**config.mk**
```make
export PLATFORM = sky130hd
export DESIGN_NAME = logic_op_sequencer_flat
export DESIGN_NICKNAME = d
export VERILOG_FILES = /design/src/rtl/logic_op_sequencer_if.sv /design/src/rtl/logic_op_sequencer.sv /design/src/flat_wrapper.sv
export SDC_FILE = /design/constraint.sdc
export NUM_CORES = 1
export LEC_CHECK = 0
export BUFFER_PORTS_ARGS = -buffer_cell sky130_fd_sc_hd__buf_4
export CAP_MARGIN = 20
export CORE_ASPECT_RATIO = 0.75
export CORE_MARGIN = 3
export CORE_UTILIZATION = 55
export DETAILED_ROUTE_END_ITERATION = 12
export PLACE_DENSITY = 0.87
export SYNTH_ARGS = -nofsm -noshare
export SYNTH_HDL_FRONTEND = slang
export SYNTH_SLANG_ARGS = --single-unit
```
**constraint.sdc**
```tcl
create_clock -name clk -period 2.61 [get_ports clk]
set_clock_uncertainty 0.2 [all_clocks]
set_input_delay 0.522 -clock clk [delete_from_list [all_inputs] [get_ports clk]]
set_output_delay 0.522 -clock clk [all_outputs]
set_load 0.01 [all_outputs]
```
**src/rtl/logic_op_sequencer_if.sv**
```systemverilog
// Host-side bundle for logic_op_sequencer: program table writes, run control
// and the z result. The master drives the host side and the slave is the sequencer.
interface logic_op_sequencer_if #(
  parameter int WIDTH  = 1,
  parameter int NSTEPS = 4,
  parameter int DLY_W  = 8
);
  localparam int AW = $clog2(NSTEPS);

  logic             prog_we;
  logic [AW-1:0]    prog_addr;
  logic [1:0]       prog_op;
  logic [DLY_W-1:0] prog_dly;
  logic [WIDTH-1:0] prog_arg;
  logic [AW:0]      prog_len;
  logic [WIDTH-1:0] x_init;
  logic [WIDTH-1:0] y_init;
  logic             start;
  logic             abort;
  logic             busy;
  logic             done;
  logic [WIDTH-1:0] z;
  logic             z_chg;
  logic [AW-1:0]    step_idx;

  modport master (
    output prog_we, prog_addr, prog_op, prog_dly, prog_arg, prog_len,
           x_init, y_init, start, abort,
    input  busy, done, z, z_chg, step_idx
  );

  modport slave (
    input  prog_we, prog_addr, prog_op, prog_dly, prog_arg, prog_len,
           x_init, y_init, start, abort,
    output busy, done, z, z_chg, step_idx
  );
endinterface

```
**src/rtl/logic_op_sequencer.sv**
```systemverilog
// Timed program sequencer over a small bitwise datapath (z = x^y, x|y, ~z; SETY loads y).
// A registered z_chg strobe marks every edge on which z took a new value.
module logic_op_sequencer #(
  parameter int WIDTH  = 1,
  parameter int NSTEPS = 4,
  parameter int DLY_W  = 8
) (
  input  logic                 clk,
  input  logic                 rst_n,
  logic_op_sequencer_if.slave  bus
);
  localparam int AW = $clog2(NSTEPS);
  localparam int LW = AW + 1;

  localparam logic [1:0] OP_XOR  = 2'b00;
  localparam logic [1:0] OP_OR   = 2'b01;
  localparam logic [1:0] OP_NOT  = 2'b10;
  localparam logic [1:0] OP_SETY = 2'b11;

  typedef enum logic {IDLE, RUN} state_e;

  logic [1:0]       op_q  [NSTEPS];
  logic [DLY_W-1:0] dly_q [NSTEPS];
  logic [WIDTH-1:0] arg_q [NSTEPS];

  state_e           state_q;
  logic             busy_q;
  logic             done_q;
  logic             z_chg_q;
  logic [WIDTH-1:0] x_q;
  logic [WIDTH-1:0] y_q;
  logic [WIDTH-1:0] z_q;
  logic [DLY_W-1:0] cnt_q;
  logic [AW-1:0]    idx_q;
  logic [LW-1:0]    len_q;

  logic [WIDTH-1:0] z_d;
  logic [WIDTH-1:0] y_d;
  logic [AW-1:0]    idx_d;
  logic [LW-1:0]    len_d;
  logic             last_step;

  // Program table is writable only while idle, so a running program is frozen.
  always_ff @(posedge clk) begin
    if (!rst_n) begin
      for (int i = 0; i < NSTEPS; i++) begin
        op_q[i]  <= OP_XOR;
        dly_q[i] <= '0;
        arg_q[i] <= '0;
      end
    end else if (bus.prog_we && !busy_q) begin
      op_q[bus.prog_addr]  <= bus.prog_op;
      dly_q[bus.prog_addr] <= bus.prog_dly;
      arg_q[bus.prog_addr] <= bus.prog_arg;
    end
  end

  always_comb begin
    z_d = z_q;
    y_d = y_q;
    unique case (op_q[idx_q])
      OP_XOR:  z_d = x_q ^ y_q;
      OP_OR:   z_d = x_q | y_q;
      OP_NOT:  z_d = ~z_q;
      OP_SETY: y_d = arg_q[idx_q];
    endcase
    idx_d     = idx_q + AW'(1);
    len_d     = (bus.prog_len > LW'(NSTEPS)) ? LW'(NSTEPS) : bus.prog_len;
    last_step = ({1'b0, idx_q} == (len_q - LW'(1)));
  end

  always_ff @(posedge clk) begin
    if (!rst_n) begin
      state_q <= IDLE;
      busy_q  <= 1'b0;
      done_q  <= 1'b0;
      z_chg_q <= 1'b0;
      x_q     <= '0;
      y_q     <= '0;
      z_q     <= '0;
      cnt_q   <= '0;
      idx_q   <= '0;
      len_q   <= '0;
    end else begin
      done_q  <= 1'b0;
      z_chg_q <= 1'b0;
      unique case (state_q)
        IDLE: begin
          if (bus.start) begin
            x_q   <= bus.x_init;
            y_q   <= bus.y_init;
            idx_q <= '0;
            cnt_q <= dly_q[0];
            len_q <= len_d;
            // An empty program completes immediately without ever raising busy.
            if (len_d == '0) begin
              done_q <= 1'b1;
            end else begin
              state_q <= RUN;
              busy_q  <= 1'b1;
            end
          end
        end
        RUN: begin
          if (bus.abort) begin
            state_q <= IDLE;
            busy_q  <= 1'b0;
          end else if (cnt_q != '0) begin
            cnt_q <= cnt_q - DLY_W'(1);
          end else begin
            z_q     <= z_d;
            y_q     <= y_d;
            z_chg_q <= (z_d != z_q);
            if (last_step) begin
              state_q <= IDLE;
              busy_q  <= 1'b0;
              done_q  <= 1'b1;
            end else begin
              idx_q <= idx_d;
              cnt_q <= dly_q[idx_d];
            end
          end
        end
        default: state_q <= IDLE;
      endcase
    end
  end

  assign bus.busy     = busy_q;
  assign bus.done     = done_q;
  assign bus.z        = z_q;
  assign bus.z_chg    = z_chg_q;
  assign bus.step_idx = idx_q;
endmodule

```
**src/flat_wrapper.sv**
```systemverilog
// flat-port wrapper written by rule: the top's interface ports become plain ports
module logic_op_sequencer_flat 
#(
  parameter int WIDTH  = 1,
  parameter int NSTEPS = 4,
  parameter int DLY_W  = 8
)
  (clk, rst_n, bus_prog_we, bus_prog_addr, bus_prog_op, bus_prog_dly, bus_prog_arg, bus_prog_len, bus_x_init, bus_y_init, bus_start, bus_abort, bus_busy, bus_done, bus_z, bus_z_chg, bus_step_idx);
  logic_op_sequencer_if #(.WIDTH(WIDTH), .NSTEPS(NSTEPS), .DLY_W(DLY_W)) bus_i ();
  input  logic clk;
  input  logic rst_n;
  input wire logic [$bits(bus_i.prog_we)-1:0] bus_prog_we;
  input wire logic [$bits(bus_i.prog_addr)-1:0] bus_prog_addr;
  input wire logic [$bits(bus_i.prog_op)-1:0] bus_prog_op;
  input wire logic [$bits(bus_i.prog_dly)-1:0] bus_prog_dly;
  input wire logic [$bits(bus_i.prog_arg)-1:0] bus_prog_arg;
  input wire logic [$bits(bus_i.prog_len)-1:0] bus_prog_len;
  input wire logic [$bits(bus_i.x_init)-1:0] bus_x_init;
  input wire logic [$bits(bus_i.y_init)-1:0] bus_y_init;
  input wire logic [$bits(bus_i.start)-1:0] bus_start;
  input wire logic [$bits(bus_i.abort)-1:0] bus_abort;
  output wire logic [$bits(bus_i.busy)-1:0] bus_busy;
  output wire logic [$bits(bus_i.done)-1:0] bus_done;
  output wire logic [$bits(bus_i.z)-1:0] bus_z;
  output wire logic [$bits(bus_i.z_chg)-1:0] bus_z_chg;
  output wire logic [$bits(bus_i.step_idx)-1:0] bus_step_idx;
  assign bus_i.prog_we = bus_prog_we;
  assign bus_i.prog_addr = bus_prog_addr;
  assign bus_i.prog_op = bus_prog_op;
  assign bus_i.prog_dly = bus_prog_dly;
  assign bus_i.prog_arg = bus_prog_arg;
  assign bus_i.prog_len = bus_prog_len;
  assign bus_i.x_init = bus_x_init;
  assign bus_i.y_init = bus_y_init;
  assign bus_i.start = bus_start;
  assign bus_i.abort = bus_abort;
  assign bus_busy = bus_i.busy;
  assign bus_done = bus_i.done;
  assign bus_z = bus_i.z;
  assign bus_z_chg = bus_i.z_chg;
  assign bus_step_idx = bus_i.step_idx;
  logic_op_sequencer #(.WIDTH(WIDTH), .NSTEPS(NSTEPS), .DLY_W(DLY_W)) u_core (.clk(clk), .rst_n(rst_n), .bus(bus_i));
endmodule
```
# Yosys cells after proc, flatten, opt, wreduce, memory -nomap -nowiden
# Memories as Yosys holds them, arrays and structs flattened. A register that Yosys moved wholly into a read port is not among the register bits.
# Cells that the tools add are included.
# totals
elab_cells	105
reg_bits	20
mem_bits_rw	44
output_inout_bits	6
in_bits	23
n_memories	3
# classes
eq_ne	14
reduce_logical	15
mux	52
n_lt_le_gt_ge	1
n_addsub	3
bitwise	7
# mem_list
memory	words	width	rd	rd_clocked_by_memory_dff	write_ports	line	rtl
u_core.dly_q	4	8	2	0	4	logic_op_sequencer.sv:23	logic [DLY_W-1:0] dly_q [NSTEPS];
u_core.op_q	4	2	1	1	4	logic_op_sequencer.sv:22	logic [1:0] op_q [NSTEPS];
u_core.arg_q	4	1	1	1	4	logic_op_sequencer.sv:24	logic [WIDTH-1:0] arg_q [NSTEPS];
# op_table
cell	count
8-bit two-way mux	5
1-bit two-way mux	27
2-bit two-way mux	12
8-bit case mux with 2 select lines	1
2-bit inequality test, second input constant	6
4-bit AND reduction	3
3-bit inequality test, second input constant	3
1-bit case mux with 2 select lines	4
8-bit nonzero test	1
8-bit OR reduction	1
8-bit by 1-bit subtractor with 8-bit output, second input constant	1
3-bit AND reduction	2
1-bit inverter	5
2-bit equality test, second input constant	2
2-bit case mux with 2 select lines	1
4-bit OR reduction	1
2-bit by 3-bit equality test with 1-bit output	1
3-bit > comparator, second input constant	1
3-bit logical NOT	1
3-bit two-way mux	1
1-bit case mux with 3 select lines	1
3-bit by 1-bit subtractor with 3-bit output, second input constant	1
2-bit by 1-bit adder with 2-bit output, second input constant	1
2-bit by 1-bit equality test with 1-bit output, second input constant	1
other kinds (9)	9

# Longest topological paths before layout
# Gate-level depths: netlist of run 1.
# logic_depth
ltp_word	8
mapped_depth	8
mapped_depth_nobuf	7

# Least setup slack after synthesis of run 1
# Ideal clock, no wire load.
# synth_timing
path_kind	flip-flop to flip-flop
start	register u_core.cnt_q[0]
end	register (tool-made name)
path_stages_with_launch	8
slack_ns	0.521
synth_period_minus_slack_ns	2.089
path_buffers	0
setup_time_ns	0.134
required_ns	2.276
arrival_ns	1.755
path_cell_list	dfxtp_1 -> inv_1 -> ha_1 -> or3b_2 -> nor3_4 -> nand3_2 -> a211oi_2 -> a211oi_1
# synth_rtl
item	line	rtl
start, declared	logic_op_sequencer.sv:33	logic [DLY_W-1:0] cnt_q;
start signal, assigned	logic_op_sequencer.sv:93	cnt_q <= dly_q[0];
start signal, assigned	logic_op_sequencer.sv:109	cnt_q <= cnt_q - DLY_W'(1);
start signal, assigned	logic_op_sequencer.sv:120	cnt_q <= dly_q[idx_d];

==> results of run 1 <==
synth_stat cells (2+ instances only):
cell type / instances / area share (%)
sky130_fd_sc_hd__nand3b_1: 5 / 1.2
sky130_fd_sc_hd__buf_2: 3 / 0.47
sky130_fd_sc_hd__a32oi_1: 2 / 0.55
sky130_fd_sc_hd__mux4_2: 8 / 5.6
sky130_fd_sc_hd__a31oi_1: 5 / 0.98
sky130_fd_sc_hd__buf_1: 2 / 0.23
sky130_fd_sc_hd__nor2_1: 6 / 0.70
sky130_fd_sc_hd__a21oi_1: 12 / 1.9
sky130_fd_sc_hd__nor3_1: 3 / 0.47
sky130_fd_sc_hd__inv_1: 10 / 1.2
sky130_fd_sc_hd__edfxtp_1: 41 / 39
sky130_fd_sc_hd__xnor2_1: 6 / 1.6
sky130_fd_sc_hd__and2_1: 41 / 8.0
sky130_fd_sc_hd__nor2b_1: 2 / 0.39
sky130_fd_sc_hd__and3_1: 3 / 0.59
sky130_fd_sc_hd__dfxtp_1: 25 / 16
sky130_fd_sc_hd__clkbuf_1: 9 / 1.1
sky130_fd_sc_hd__o21a_1: 2 / 0.47
sky130_fd_sc_hd__nand2b_1: 9 / 1.8
sky130_fd_sc_hd__o211ai_1: 6 / 1.4
sky130_fd_sc_hd__mux2i_1: 6 / 1.9
sky130_fd_sc_hd__nand3_1: 6 / 0.94
sky130_fd_sc_hd__a211oi_1: 4 / 0.94
sky130_fd_sc_hd__ha_1: 4 / 1.6
sky130_fd_sc_hd__xor2_1: 3 / 0.82
sky130_fd_sc_hd__o21ai_0: 14 / 2.2
sky130_fd_sc_hd__and3b_1: 2 / 0.55
sky130_fd_sc_hd__nand2_1: 28 / 3.3
sky130_fd_sc_hd__nor3b_1: 3 / 0.70
worst max-delay path by stage:
stage	cells after the start	slack (ns)	to
floorplan	7	0.52	flop
global placement	5	0.39	u_core.dly_q[2][2]
detailed placement	5	0.21	u_core.dly_q[2][2]
CTS	7	0.32	u_core.cnt_q[2]
global route	7	0.08	u_core.cnt_q[4]
finish	7	0.30	flop
logic make-up (layout without fill, tap and decap cells):
logic type	after synthesis	in the layout	synth area share, %
and+or+nand+nor	118	118	21.5
DFF	66	66	54.2
AOI/OAI and AO/OA	50	50	9.82
buffers and inverters	24	69	2.94
muxes	14	14	7.51
xor gates and xnor gates	9	9	2.47
adders and majority gates	4	4	1.57
layout make-up:
cell class | instances | area (µm²) | share of cell area (%)
inverters | 10 | 37.5 | 1.00
flip-flops and latches | 66 | 1730 | 46.3
well taps | 75 | 93.8 | 2.51
multi-input cells | 195 | 1370 | 36.7
clock inverters | 3 | 42.5 | 1.14
repair buffers | 43 | 323 | 8.63
clock buffers | 13 | 139 | 3.71
routing by layer:
layer / part of all wire, % / vias up / routed length [µm]
li1: - / 1111 / -
met1: 45 / 1114 / 3120
met2: 47 / 81 / 3280
met3: 7.6 / 0 / 526
met4: 0 / 0 / 0
met5: 0 / - / 0
worst reg2reg max path: cells and delay by family, from the launching register on:
kind                     cells  cell delay [ns]
AND/OR/NAND/NOR              3             1.01
flip-flops                   1             0.35
AO/OA/AOI/OAI                2             0.36
buffers and inverters        1             0.09
adder cells (fa/ha/maj)      1             0.17
sequential cells by signal (all words and copies together), names as in the netlist, named ones only:
signal / cells
u_core.arg_q: 4
u_core.bus.busy: 1
u_core.bus.done: 1
u_core.bus.step_idx: 2
u_core.bus.z: 1
u_core.bus.z_chg: 1
u_core.cnt_q: 8
u_core.dly_q: 32
u_core.len_q: 3
u_core.op_q: 8
u_core.state_q: 1
u_core.x_q: 1
u_core.y_q: 1
power by group through the flow:
| stage | Combinational, mW | Clock [mW] | Sequential [mW] |
|---|---|---|---|
| floorplan | 0.207 | 0 | 1.22 |
| global placement | 0.308 | 0 | 1.23 |
| detailed placement | 0.319 | 0 | 1.23 |
| CTS | 0.322 | 0.820 | 1.21 |
| global route | 0.358 | 0.855 | 1.22 |
| finish | 0.322 | 0.808 | 1.21 |
==> qor.txt, run 1 <==
============================================================================
Fillers                                                                  426
Vertical extent of the die                                           72.0 µm
Area Growth Syn to Fin                                                 16.9%
GR met1 Demand/Resource                                                31.2%
Total power of the final layout                                      2.34 mW
Critical path buffers and inverters                                        1
Initial standard-cell utilization of the core                          58.5%
Maximum fanout count along the critical path                               8
Cell-by-cell trace of the critical path                         inv_1, ha_1, or3b_2, nor3_4, nand3_2, a211oi_2, a211oi_1
Number of vias per cell after detailed routing                          5.69
Final hold violation count                                                 0
Total power density per cell area                                 626 nW/µm²
Synth async-reset ratio                                                   0%
CTS tree                                                                done
Kind of cell adding the most delay to the critical path         simple AND/OR/NAND/NOR gates
Clock network latency to the later pin of the worst-skew pair        0.34 ns
Area inside the core boundary                                       5470 µm²
Via Count                                                              2,306
Shortest clock period the worst path allows after layout             2.31 ns
Vias in the first global route                                         2,234
Routed wire length                                                   6930 µm
Most frequent cells in the layout                               sky130_fd_sc_hd__buf_4, sky130_fd_sc_hd__and2_1, sky130_fd_sc_hd__edfxtp_1
Post-synth design cell area                                         3200 µm²
Worst-case setup margin in the final layout                         0.303 ns
Antenna violations before repair                                           0
Net switching power figure                                            584 µW
Most common library cell in the layout ignoring fill and taps   sky130_fd_sc_hd__buf_4
Netlist cell types                                                        44
Count of flip-flops with a built-in enable after synthesis                41
Proportion of synthesized chip area in sequential cells                54.2%
Total leakage power                                                  1.42 nW
Met2 track utilization from global routing                             35.2%
Pin slew with the least headroom to its limit                       0.549 ns
Final antenna diode count                                                  0
Hold worst-path end                                             u_core.arg_q[2]
Non-filler cells in the finished layout                                  405
Critical Path Max Stage Delay                                        0.49 ns
Worst setup slack before clock tree synthesis                       0.215 ns
Final cell utilization of the core                                     68.4%
Final sum of negative setup slack                                       0 ns
Design area                                                         3740 µm²
Row count                                                                 23
Critical path class                                                  reg2reg
Number of max-slew violations in the final report                          0
Kind of launch point of the worst setup path                            flop
Overall die width                                                    94.0 µm
Total of cells resized after clock tree synthesis                          0
Number of buffers added by the clock tree synthesis step                   9
Register-to-register setup slack                                     0.30 ns
Htree depth                                                                3
Total of warnings raised by yosys                                          0
Unrepaired setup endpoints after global routing                        false
Total grt overflow                                                         0
Count of state elements after synthesis                                   66
Switching part of the total power                                      24.9%
Predominant post-synthesis flop cell                            sky130_fd_sc_hd__edfxtp_1
Most crowded layer after global routing                                 met2
Startpoint of the lowest-slack register-to-register path        u_core.cnt_q[0]
Wire length per cell after detailed routing                          17.1 µm
Buffer depth of the longest clock path                                     2
Hold wc startpoint                                              bus_prog_arg
Flop pwr share                                                         51.7%
Ratio of final minimum period to clock period                          88.4%
Worst min-delay path class                                            in2reg
Endpoint type of the worst setup path                                   flop
Post-DP HPWL                                                         4990 µm
Pin count of the biggest net entering global routing                      23
Port Buffer Count                                                         28
Count of pins on the block boundary                                       29
Layout net count                                                         352
TritonCTS Sinks                                                           66
Area after DPL                                                      3560 µm²
Number of iterations in the first detailed-routing pass                    4
Area of the die                                                     6770 µm²
Register-to-Register Path Depth                                            7
Max rail drop VDD                                                   0.427 mV
Outcome                                                         finished clean
Hold buffers post-CTS                                                      0
Upper clock frequency limit                                        0.433 GHz
Fraction of power consumed by combinational cells                      13.7%
Worst Hold Slack                                                    0.207 ns
Number of cells after detailed placement                                 389
Clock power frac                                                       34.5%
DRC errors left                                                            0
Data arrival time of the worst path                                  2.32 ns
Starting DRT DRC Count                                                   152
Start point of the critical path                                u_core.cnt_q[0]
Number of nets still failing antenna checks after routing                  0
Placer Congestion                                                      0.829
Internal power component                                             1.76 mW
Final setup violation count                                                0
Global routing usage on met3                                           5.91%
Crit path max-delay cell type                                   sky130_fd_sc_hd__or3b_2
CTS clock-pin slew for the worst setup and hold paths                0.07 ns
Layout cells sized above 1                                             20.9%
Required time at the endpoint of the critical path                   2.63 ns
Post-CTS Repair Setup Buffers                                              0
# Max-Cap Violations                                                       0
Mapped Cells                                                             285
Wire length of the first global-routing pass                       11,200 µm
Overall routing resource usage                                         22.1%
Net count after synthesis                                                312
Hold-critical path depth                                                   3
Clock Root Buffer                                               sky130_fd_sc_hd__clkbuf_8
Slew margin rel.                                                       63.3%
Average instance area after synthesis                               11.2 µm²
============================================================================
Note: power is estimated with default switching activity, not from simulation.
==> run 2, diff against run 1 <==
==> constraint.sdc (replaced) <==
create_clock -name clk -period 2.15 [get_ports clk]
set_clock_uncertainty 0.2 [all_clocks]
set_input_delay 0.43 -clock clk [delete_from_list [all_inputs] [get_ports clk]]
set_output_delay 0.43 -clock clk [all_outputs]
set_load 0.01 [all_outputs]
==> run 2 against run 1 <==
- fmax increased by 8.7%
- core utilization increased by 3.2 points
- wire length increased by 3.4%
- total power increased by 31%
- register-to-register slack got worse by 0.27 ns
- global-route usage increased by 0.66 points
- largest power group unchanged
==> qor.txt, run 2 (synthesis gave the netlist of run 1 again) <==
============================================================================
Outcome                                                         finished clean
Post-DP HPWL                                                         5080 µm
Final setup violation count                                                0
Area after DPL                                                      3650 µm²
Layout net count                                                         364
Number of flip-flops under the largest register name                      32
Number of vias per cell after detailed routing                          5.76
Layout cells sized above 1                                             27.5%
Wire length of the first global-routing pass                       11,500 µm
Via Count                                                              2,402
Clock Root Buffer                                               sky130_fd_sc_hd__clkbuf_8
Total grt overflow                                                         0
Worst-case setup margin in the final layout                        0.0283 ns
Area inside the core boundary                                       5470 µm²
Wire length per cell after detailed routing                          17.2 µm
Non-filler cells in the finished layout                                  417
Max rail drop VDD                                                   0.506 mV
Top reg by flops                                                u_core.dly_q
Critical Path Max Stage Delay                                        0.41 ns
Total power density per cell area                                 783 nW/µm²
CTS clock-pin slew for the worst setup and hold paths                0.08 ns
Row count                                                                 23
Kind of launch point of the worst setup path                            flop
Endpoint type of the worst setup path                                   flop
Final antenna diode count                                                  0
Starting DRT DRC Count                                                   223
Buffer depth of the longest clock path                                     2
Kind of cell adding the most delay to the critical path         simple AND/OR/NAND/NOR gates
Shortest clock period the worst path allows after layout             2.12 ns
Design area                                                         3920 µm²
Number of nets still failing antenna checks after routing                  0
Largest registers                                               u_core.dly_q: 32 flops, u_core.cnt_q: 8 flops, u_core.op_q: 8 flops
Vertical extent of the die                                           72.0 µm
Cell-by-cell trace of the critical path                         inv_1, ha_2, or3b_4, nor3_4, nand3_2, a211oi_2, a211oi_1
Ratio of final minimum period to clock period                          98.7%
Overall die width                                                    94.0 µm
Most common library cell in the layout ignoring fill and taps   sky130_fd_sc_hd__buf_4
Worst setup slack before clock tree synthesis                    0.000856 ns
Count of pins on the block boundary                                       29
Fillers                                                                  399
Slew margin rel.                                                       63.2%
Clock network latency to the later pin of the worst-skew pair        0.35 ns
Number of max-slew violations in the final report                          0
Register-to-register setup slack                                     0.03 ns
TritonCTS Sinks                                                           66
Total leakage power                                                  1.51 nW
Area of the die                                                     6770 µm²
Pin slew with the least headroom to its limit                       0.551 ns
Number of buffers added by the clock tree synthesis step                   9
Area of combinational cells with multiple inputs                    1400 µm²
Data arrival time of the worst path                                  2.15 ns
Total power of the final layout                                      3.07 mW
Pin count of the biggest net entering global routing                      23
# Max-Cap Violations                                                       0
Number of cells after detailed placement                                 400
Worst min-delay path class                                            in2reg
Antenna violations before repair                                           0
Port Buffer Count                                                         28
Final hold violation count                                                 0
Upper clock frequency limit                                        0.471 GHz
Crit path max-delay cell type                                   sky130_fd_sc_hd__or3b_4
Area Growth Syn to Fin                                                 22.5%
DRC errors left                                                            0
Critical path class                                                  reg2reg
Initial standard-cell utilization of the core                          58.5%
Overall routing resource usage                                         22.7%
Number of iterations in the first detailed-routing pass                    4
Vias in the first global route                                         2,385
Maximum fanout count along the critical path                               4
Critical path buffers and inverters                                        1
Routed wire length                                                   7170 µm
Sequential cell area                                                1730 µm²
Htree depth                                                                3
Required time at the endpoint of the critical path                   2.18 ns
CTS tree                                                                done
Placer Congestion                                                      0.865
Most frequent cells in the layout                               sky130_fd_sc_hd__buf_4, sky130_fd_sc_hd__and2_1, sky130_fd_sc_hd__edfxtp_1
============================================================================
run 2: final timing paths:
path / startpoint / end / cells after the start
max: u_core.cnt_q[1] / flop / 7
min: bus_prog_arg / u_core.arg_q[2] / 3
max reg2reg: u_core.cnt_q[1] / flop / 7
min reg2reg: u_core.x_q / u_core.x_q / 2
run 2: worst min-delay path, stage by stage:
cell,delay [ns]
sky130_fd_sc_hd__buf_4,0.10
sky130_fd_sc_hd__nand2_1,0.04
sky130_fd_sc_hd__o21ai_0,0.05
run 2: cell type report:
type | instances | share of cell area, %
clock inverters | 7 | 2.59
flip-flops and latches | 66 | 44.2
inverters | 10 | 0.958
multi-input cells | 195 | 35.8
well taps | 75 | 2.40
repair buffers | 55 | 10.9
clock buffers | 9 | 3.16
run 2: metrics by stage:
step	utilization [%]	setup TNS (ns)	hold slack (ns)
after CTS	71.0	0	0.0921
after global placement	66.8	0	0.244
after global routing	71.6	-0.134	0.117
final	71.6	0	0.0926
after floorplan	-	0	0.232
after detailed placement	66.8	0	0.255
run 2: report_power, final:
group	switching, mW	total, mW	internal (mW)	leakage [nW]
combinational	0.230	0.440	0.210	0.773
sequential	0.0491	1.47	1.42	0.633
clock	0.501	1.16	0.659	0.106
total	0.781	3.07	2.29	1.51
run 2: what timing repair did:
action | CTS | global route
setup endpoints to repair | 2 | 13
pin swaps | 1 | 3
resized for setup | 1 | 11
hold buffers | 0 | 0
setup buffers | 0 | 1
run 2: per-layer routing:
layer  part of all wire [%]  wire length, µm  global-route usage (%)  vias up
met5                      0                0                       0        -
met4                    1.5              111                    5.93        0
met3                    8.2              585                    7.25       12
met2                     47             3350                    35.6       99
met1                     44             3120                    31.0     1157
li1                       -                -                       -     1134
